[config.mk]
export PLATFORM = sky130hd
export DESIGN_NAME = proc_test_sequencer
export DESIGN_NICKNAME = d
export VERILOG_FILES = /design/src/rtl/proc_test_sequencer.sv
export SDC_FILE = /design/constraint.sdc
export NUM_CORES = 1
export LEC_CHECK = 0
export CORE_ASPECT_RATIO = 0.7
export CORE_MARGIN = 3
export CORE_UTILIZATION = 30
export CTS_BUF_LIST = sky130_fd_sc_hd__clkbuf_8
export CTS_CLUSTER_SIZE = 16
export DETAILED_ROUTE_END_ITERATION = 7
export SLEW_MARGIN = 20
export SYNTH_ARGS = -nofsm -noshare
export SYNTH_HDL_FRONTEND = slang
export SYNTH_SLANG_ARGS = --single-unit
[constraint.sdc]
create_clock -name clk -period 2.6 [get_ports clk]
set_clock_uncertainty 0.2 [all_clocks]
set_input_delay 0.65 -clock clk [delete_from_list [all_inputs] [get_ports clk]]
set_output_delay 0.65 -clock clk [all_outputs]
set_load 0.01 [all_outputs]
[src/rtl/proc_test_sequencer.sv]
// Drives a reset/run/check test pass on a processor, folding alu_out into a rotate-XOR signature.
// Optional trace buffer of recent alu_out samples enabled by defining PROC_SEQ_TRACE_EN.
module proc_test_sequencer #(
  parameter int XLEN        = 32,
  parameter int RST_CYCLES  = 5,
  parameter int RUN_CYCLES  = 8,
  parameter int TRACE_DEPTH = 4,
  localparam int IDXW       = $clog2(TRACE_DEPTH)
) (
  input  logic            clk,
  input  logic            reset,
  input  logic            start,
  input  logic [XLEN-1:0] alu_out,
  input  logic [XLEN-1:0] expected_sig,
  output logic            dut_reset,
  output logic            busy,
  output logic            done,
  output logic            pass,
  output logic [XLEN-1:0] signature,
  output logic [15:0]     cycle_count,
  input  logic [IDXW-1:0] trace_idx,
  output logic [XLEN-1:0] trace_data
);

  typedef enum logic [2:0] {
    IDLE,
    RESET_DUT,
    RUN,
    CHECK,
    DONE
  } state_t;

  localparam logic [15:0] RST_LAST = 16'(RST_CYCLES - 1);
  localparam logic [15:0] RUN_LAST = 16'(RUN_CYCLES - 1);

  state_t      state;
  state_t      state_nxt;
  logic [15:0] rst_cnt;
  logic [15:0] run_cnt;
  logic        begin_run;

  // start is only honoured when no run is in flight
  assign begin_run = start && ((state == IDLE) || (state == DONE));

  always_comb begin
    state_nxt = state;
    case (state)
      IDLE:      if (start) state_nxt = RESET_DUT;
      RESET_DUT: if (rst_cnt == RST_LAST) state_nxt = RUN;
      RUN:       if (run_cnt == RUN_LAST) state_nxt = CHECK;
      CHECK:     state_nxt = DONE;
      DONE:      if (start) state_nxt = RESET_DUT;
      default:   state_nxt = IDLE;
    endcase
  end

  // Status outputs are registered alongside the state so they change on the same edge.
  always_ff @(posedge clk) begin
    if (reset) begin
      state     <= IDLE;
      dut_reset <= 1'b1;
      busy      <= 1'b0;
      done      <= 1'b0;
    end else begin
      state     <= state_nxt;
      dut_reset <= (state_nxt != RUN);
      busy      <= (state_nxt == RESET_DUT) || (state_nxt == RUN) || (state_nxt == CHECK);
      done      <= (state_nxt == DONE);
    end
  end

  always_ff @(posedge clk) begin
    if (reset) begin
      signature   <= '0;
      cycle_count <= '0;
      pass        <= 1'b0;
      rst_cnt     <= '0;
      run_cnt     <= '0;
    end else if (begin_run) begin
      signature   <= '0;
      cycle_count <= '0;
      pass        <= 1'b0;
      rst_cnt     <= '0;
      run_cnt     <= '0;
    end else begin
      case (state)
        RESET_DUT: rst_cnt <= rst_cnt + 16'd1;
        RUN: begin
          signature   <= {signature[XLEN-2:0], signature[XLEN-1]} ^ alu_out;
          cycle_count <= (cycle_count == 16'hFFFF) ? cycle_count : cycle_count + 16'd1;
          run_cnt     <= run_cnt + 16'd1;
        end
        CHECK:   pass <= (signature == expected_sig);
        default: ;
      endcase
    end
  end

`ifdef PROC_SEQ_TRACE_EN
  logic [XLEN-1:0] trace_mem [TRACE_DEPTH];
  logic [IDXW-1:0] wr_ptr;
  logic [IDXW-1:0] rd_ptr;

  always_ff @(posedge clk) begin
    if (reset || begin_run) begin
      for (int i = 0; i < TRACE_DEPTH; i++) trace_mem[i] <= '0;
      wr_ptr <= '0;
    end else if (state == RUN) begin
      trace_mem[wr_ptr] <= alu_out;
      wr_ptr            <= wr_ptr + IDXW'(1);
    end
  end

  // Once the buffer has wrapped, the write pointer addresses the oldest sample.
  assign rd_ptr     = wr_ptr + trace_idx;
  assign trace_data = trace_mem[rd_ptr];
`else
  logic unused_trace_idx;
  assign unused_trace_idx = ^trace_idx;
  assign trace_data       = '0;
`endif

endmodule

# Yosys cells after proc, flatten, opt, wreduce, memory -nomap -nowiden
# Index checks and enable logic that the tools add are counted.
dict set report word_totals {
  out_inout_bits 84
  word_cells 39
  register_bits 87
  inputBits 69
}
dict set report classes {
  n_reduce_logical 8
  bitwise 2
  n_mux 4
  add_sub_neg 3
  eq_ne 13
}
# operator n
set ops {}
lappend ops {{$add 16x1->16 const B} 3}
lappend ops {{$eq 16x3->1 const B} 2}
lappend ops {{$eq 32x32->1} 1}
lappend ops {{$xor 32x32->32} 1}
lappend ops {{$eq 16x16->1 const B} 1}
lappend ops {{$eq 3x2->1 const B} 4}
lappend ops {{$pmux 3 s4} 1}
lappend ops {{$mux 3} 3}
lappend ops {{$eq 3x1->1 const B} 2}
lappend ops {{$eq 3x3->1 const B} 2}
lappend ops {{$reduce_or 2->1} 2}
lappend ops {{$logic_not 3->1} 1}
lappend ops {{$logic_or 1x1->1} 3}
lappend ops {{$ne 3x2->1 const B} 1}
lappend ops {{$reduce_and 2->1} 1}
lappend ops {{$logic_and 1x1->1} 1}
lappend ops {{$not 1->1} 1}

# Logic depth before layout (Yosys ltp)
# Gate-level depths: netlist of run 1.
dict set report logic_depth {
  depth_word 6
  mapped_depth 7
}

# Least setup slack after synthesis of run 1
# No wires, ideal clock.
dict set report synth_path {
  path_kind {register -> register}
  start {register cycle_count[0]}
  end {register cycle_count[6]}
  arrival_time_ps 1751
  synth_period_minus_slack_ps 2079
  n_path_buf 1
  setup_ps 128
  path_slack_ps 521
  required_time_ps 2272
  path_stages_with_launch 8
  path_cell_list {dfxtp_1 ha_1 nand4_2 or3_1 clkbuf_2 o2111ai_1 xor2_1 nor2_1}
}
dict set report synth_via {
  elab_chain_len 3
}
# element line
set synth_lines {}
lappend synth_lines {{from (decl)} 20} ;# output logic [15:0] cycle_count,
lappend synth_lines {{from (signal assigned)} 90} ;# cycle_count <= (cycle_count == 16'hFFFF) ? cycle_count : cycle_count + 16'd1;
lappend synth_lines {{branches (longest 3 deep; another with $add 16x1->16)} n/a}
# Several ways; the timed one is not identified.
# A chain may end at the register's enable or synchronous reset.

# Worst setup path in the final report of run 1
dict set report layout_path {
  start {register cycle_count[0]}
  end {register cycle_count[3]}
}
# Same word-level chain as after synthesis.

==> metrics, run 1 <==
Setup TNS=0 ns; CTS Buffer Depth=2; die area=approximately 16,000 sq um; Most used DFF post-synth=dfxtp_1; total track usage=0.145; CP startpoint kind=flip-flop; Async S/R FF share, synth=0; reg2reg path depth=6; DR vias=3,788; RSZ-0062 raised after global routing=no; EDFF count, synth=0; Flop pwr share=0.510; Hold Buf Count CTS=0; GRT overflow=0; post-CTS setup buffer count=0; critical path data required time=2.64 ns; final weighted congestion in routability-driven placement=0.839; YS warnings=0; Net Sw Frac=0.225; hold_ws=0.280 ns; Port Buffers=around 120; Die Y-Extent=108 um; PwrDens=439 nW/um^2; Clk pwr share=0.396; initial core utilization=0.314; Sink Count=87; Netlist cell types=46; CP Capture Type=flip-flop; count of final setup violators=0; FMAX=426 MHz; worst skew pair latency=0.35 ns; Crit Path Category=reg -> reg; final wirelength=11,900 um; vias in the first global route=around 3,700; Worst R2R Setup Slack=~0.25 ns; FF+latch count, synth=just under 90; first-pass GRT wire length=between 15,000 and 20,000 um; Period Utilization, post-route=0.902; Die W=152 um; DP Wirelength=9060 um; post-route insts no fill=821; Post-Syn Area=4490 sq um; clock root buffer=clkbuf_8; Final #Nets=700; post-cts repair resize count=0; sequential area share after synthesis=0.388; CTS buffer count=9; hold depth=2; Synth-to-Final Area Change=33.4%; Placed Instances=~810; DR vias/cell=4.61; Sw Pwr=0.593 mW; Placeable Area=14,300 sq um; n_diodes=0; Pint=approximately 2.0 mW; FP Rows=36; Leakage=2.01 nW; hold crit path type=reg -> reg; share of layout cells above drive strength 1=0.0586; Hold Fails Final Rpt=0; DRT Pass-1 Iters=4; VDD IR-drop max=0.221 mV; DRC Markers=0; num ports=153; largest net degree at the start of global routing=53; Clock Pin Slew Worst Setup and Hold Paths=0.08 ns; CTS tree=done; 1st-iter DRT viols=about 130; Synth Instances=511; initial antenna violation count=0; H-tree levels=3; CP max FO=9; Detail Route Antenna Nets=0; post-DR wirelength/cell=about 14 um; max-cap violation count=0; status=completed; final max-slew violation count=0; Avg Cell Area, Syn=approximately 9 sq um; Comb pwr share=0.094; crit path DAT=2.38 ns; crit path time final=2.35 ns
==> cell families (layout without fill, tap and decap cells) <==
family,count (synthesis),after routing,synth area share
other,1,32,0.000835
AOI/OAI and AO/OA,62,62,0.0917
muxes,1,1,0.00223
xor gates and xnor gates,104,104,0.203
adders and majority gates,4,4,0.0111
buffers and inverters,65,154,0.0830
and+or+nand+nor,187,187,0.220
DFF,87,87,0.388
==> worst paths after layout <==
kind / from / to
setup / recovery: cycle_count[0] / cycle_count[3]
hold / removal: run_cnt[1] / run_cnt[1]
setup reg to reg: cycle_count[0] / cycle_count[3]
hold reg to reg: run_cnt[1] / run_cnt[1]
==> per-stage QoR <==
stage	util	total power [mW]	setup WS [ns]	area, sq um
global route	0.420	2.73	0.0713	5990
detailed placement	0.404	1.62	0.276	5770
finish	0.420	2.63	0.254	5990
global placement	0.404	1.61	0.261	5770
floorplan	-	1.51	0.521	4610
CTS	0.420	2.67	0.240	5990
==> routing by layer <==
metal  share of wire  track usage  vias to the layer above
met3           0.041       0.0332                        4
li1                -            -                     1915
met2            0.45        0.221                       82
met4          0.0064       0.0314                        0
met5               0            0                        -
met1            0.50        0.212                     1787
==> final cells by class <==
type	instances	area, sq um
fillers	1400	8290
multi-input cells	390	2490
flip-flops and latches	87	1740
repair buffers	125	1250
well taps	190	238
clock buffers	10	138
clock inverters	5	82.6
inverters	14	52.6
==> Yosys cell counts, types with 4 or more instances <==
master    instances  area, sq um
nor4_1           15         93.8
nand2_1          16         60.1
a211oi_1         32          240
clkbuf_1         10         37.5
ha_1              4         50.1
nor2_1           87          327
buf_2             6         30.0
xnor2_1          63          552
nand4_1          14         87.6
o21ai_0          10         50.1
nor3_1           11         55.1
xor2_1           41          359
dfxtp_1          87         1740
or3_1             6         37.5
a21oi_1          12         60.1
nand3_1          12         60.1
inv_1            14         52.6
buf_4            32          240
==> flip-flops by register name, summed over array words and instances, names as in the netlist <==
register and flops:
cycle_count 16, state 3, run_cnt 16, busy 1, rst_cnt 16, done 1, dut_reset 1, pass 1
signature 32
==> worst max-delay path, stage by stage (launching register included) <==
cell and delay (ns):
dfxtp_1 0.47, ha_1 0.27, nand4_2 0.23, or3_1 0.56, o21ai_0 0.26, xor2_1 0.18, nor2_1 0.05
==> power by group through the flow <==
stage	clock, mW	combinational [mW]	sequential (mW)
floorplan	0	0.140	1.37
global placement	0	0.242	1.37
detailed placement	0	0.244	1.37
CTS	1.08	0.246	1.34
global route	1.12	0.268	1.34
finish	1.04	0.246	1.34
==> layout by cell type (no fill, tap or decap), drive strengths merged, types with 2 or more instances in the layout <==
| cell | n |
|---|---|
| nor3 | 12 |
| and4 | 2 |
| clkbuf | 10 |
| nand2 | 16 |
| o211ai | 2 |
| xor2 | 41 |
| nor4b | 3 |
| conb | 32 |
| nand4 | 16 |
| a21oi | 12 |
| xnor2 | 63 |
| dfxtp | 87 |
| clkinv | 3 |
| clkdlybuf4s50 | 118 |
| a31oi | 2 |
| bufinv | 2 |
| nor4 | 17 |
| nor2 | 87 |
| inv | 14 |
| nand3 | 14 |
| or3 | 6 |
| buf | 7 |
| ha | 4 |
| a211oi | 32 |
| or4 | 2 |
| nor3b | 2 |
| o21ai | 11 |
| and3 | 3 |
| nand3b | 2 |
No activity file was read; power rests on OpenSTA's default activity.
==> run 2: changes to the inputs <==
--- a/config.mk
+++ b/config.mk
@@ -5,6 +5,7 @@
 export SDC_FILE = /design/constraint.sdc
 export NUM_CORES = 1
 export LEC_CHECK = 0
+export CAP_MARGIN = 10
 export CORE_ASPECT_RATIO = 0.7
 export CORE_MARGIN = 3
 export CORE_UTILIZATION = 30
==> results of run 2 <==
Same layout as run 1: the final DEF is identical, and so are final timing and power.
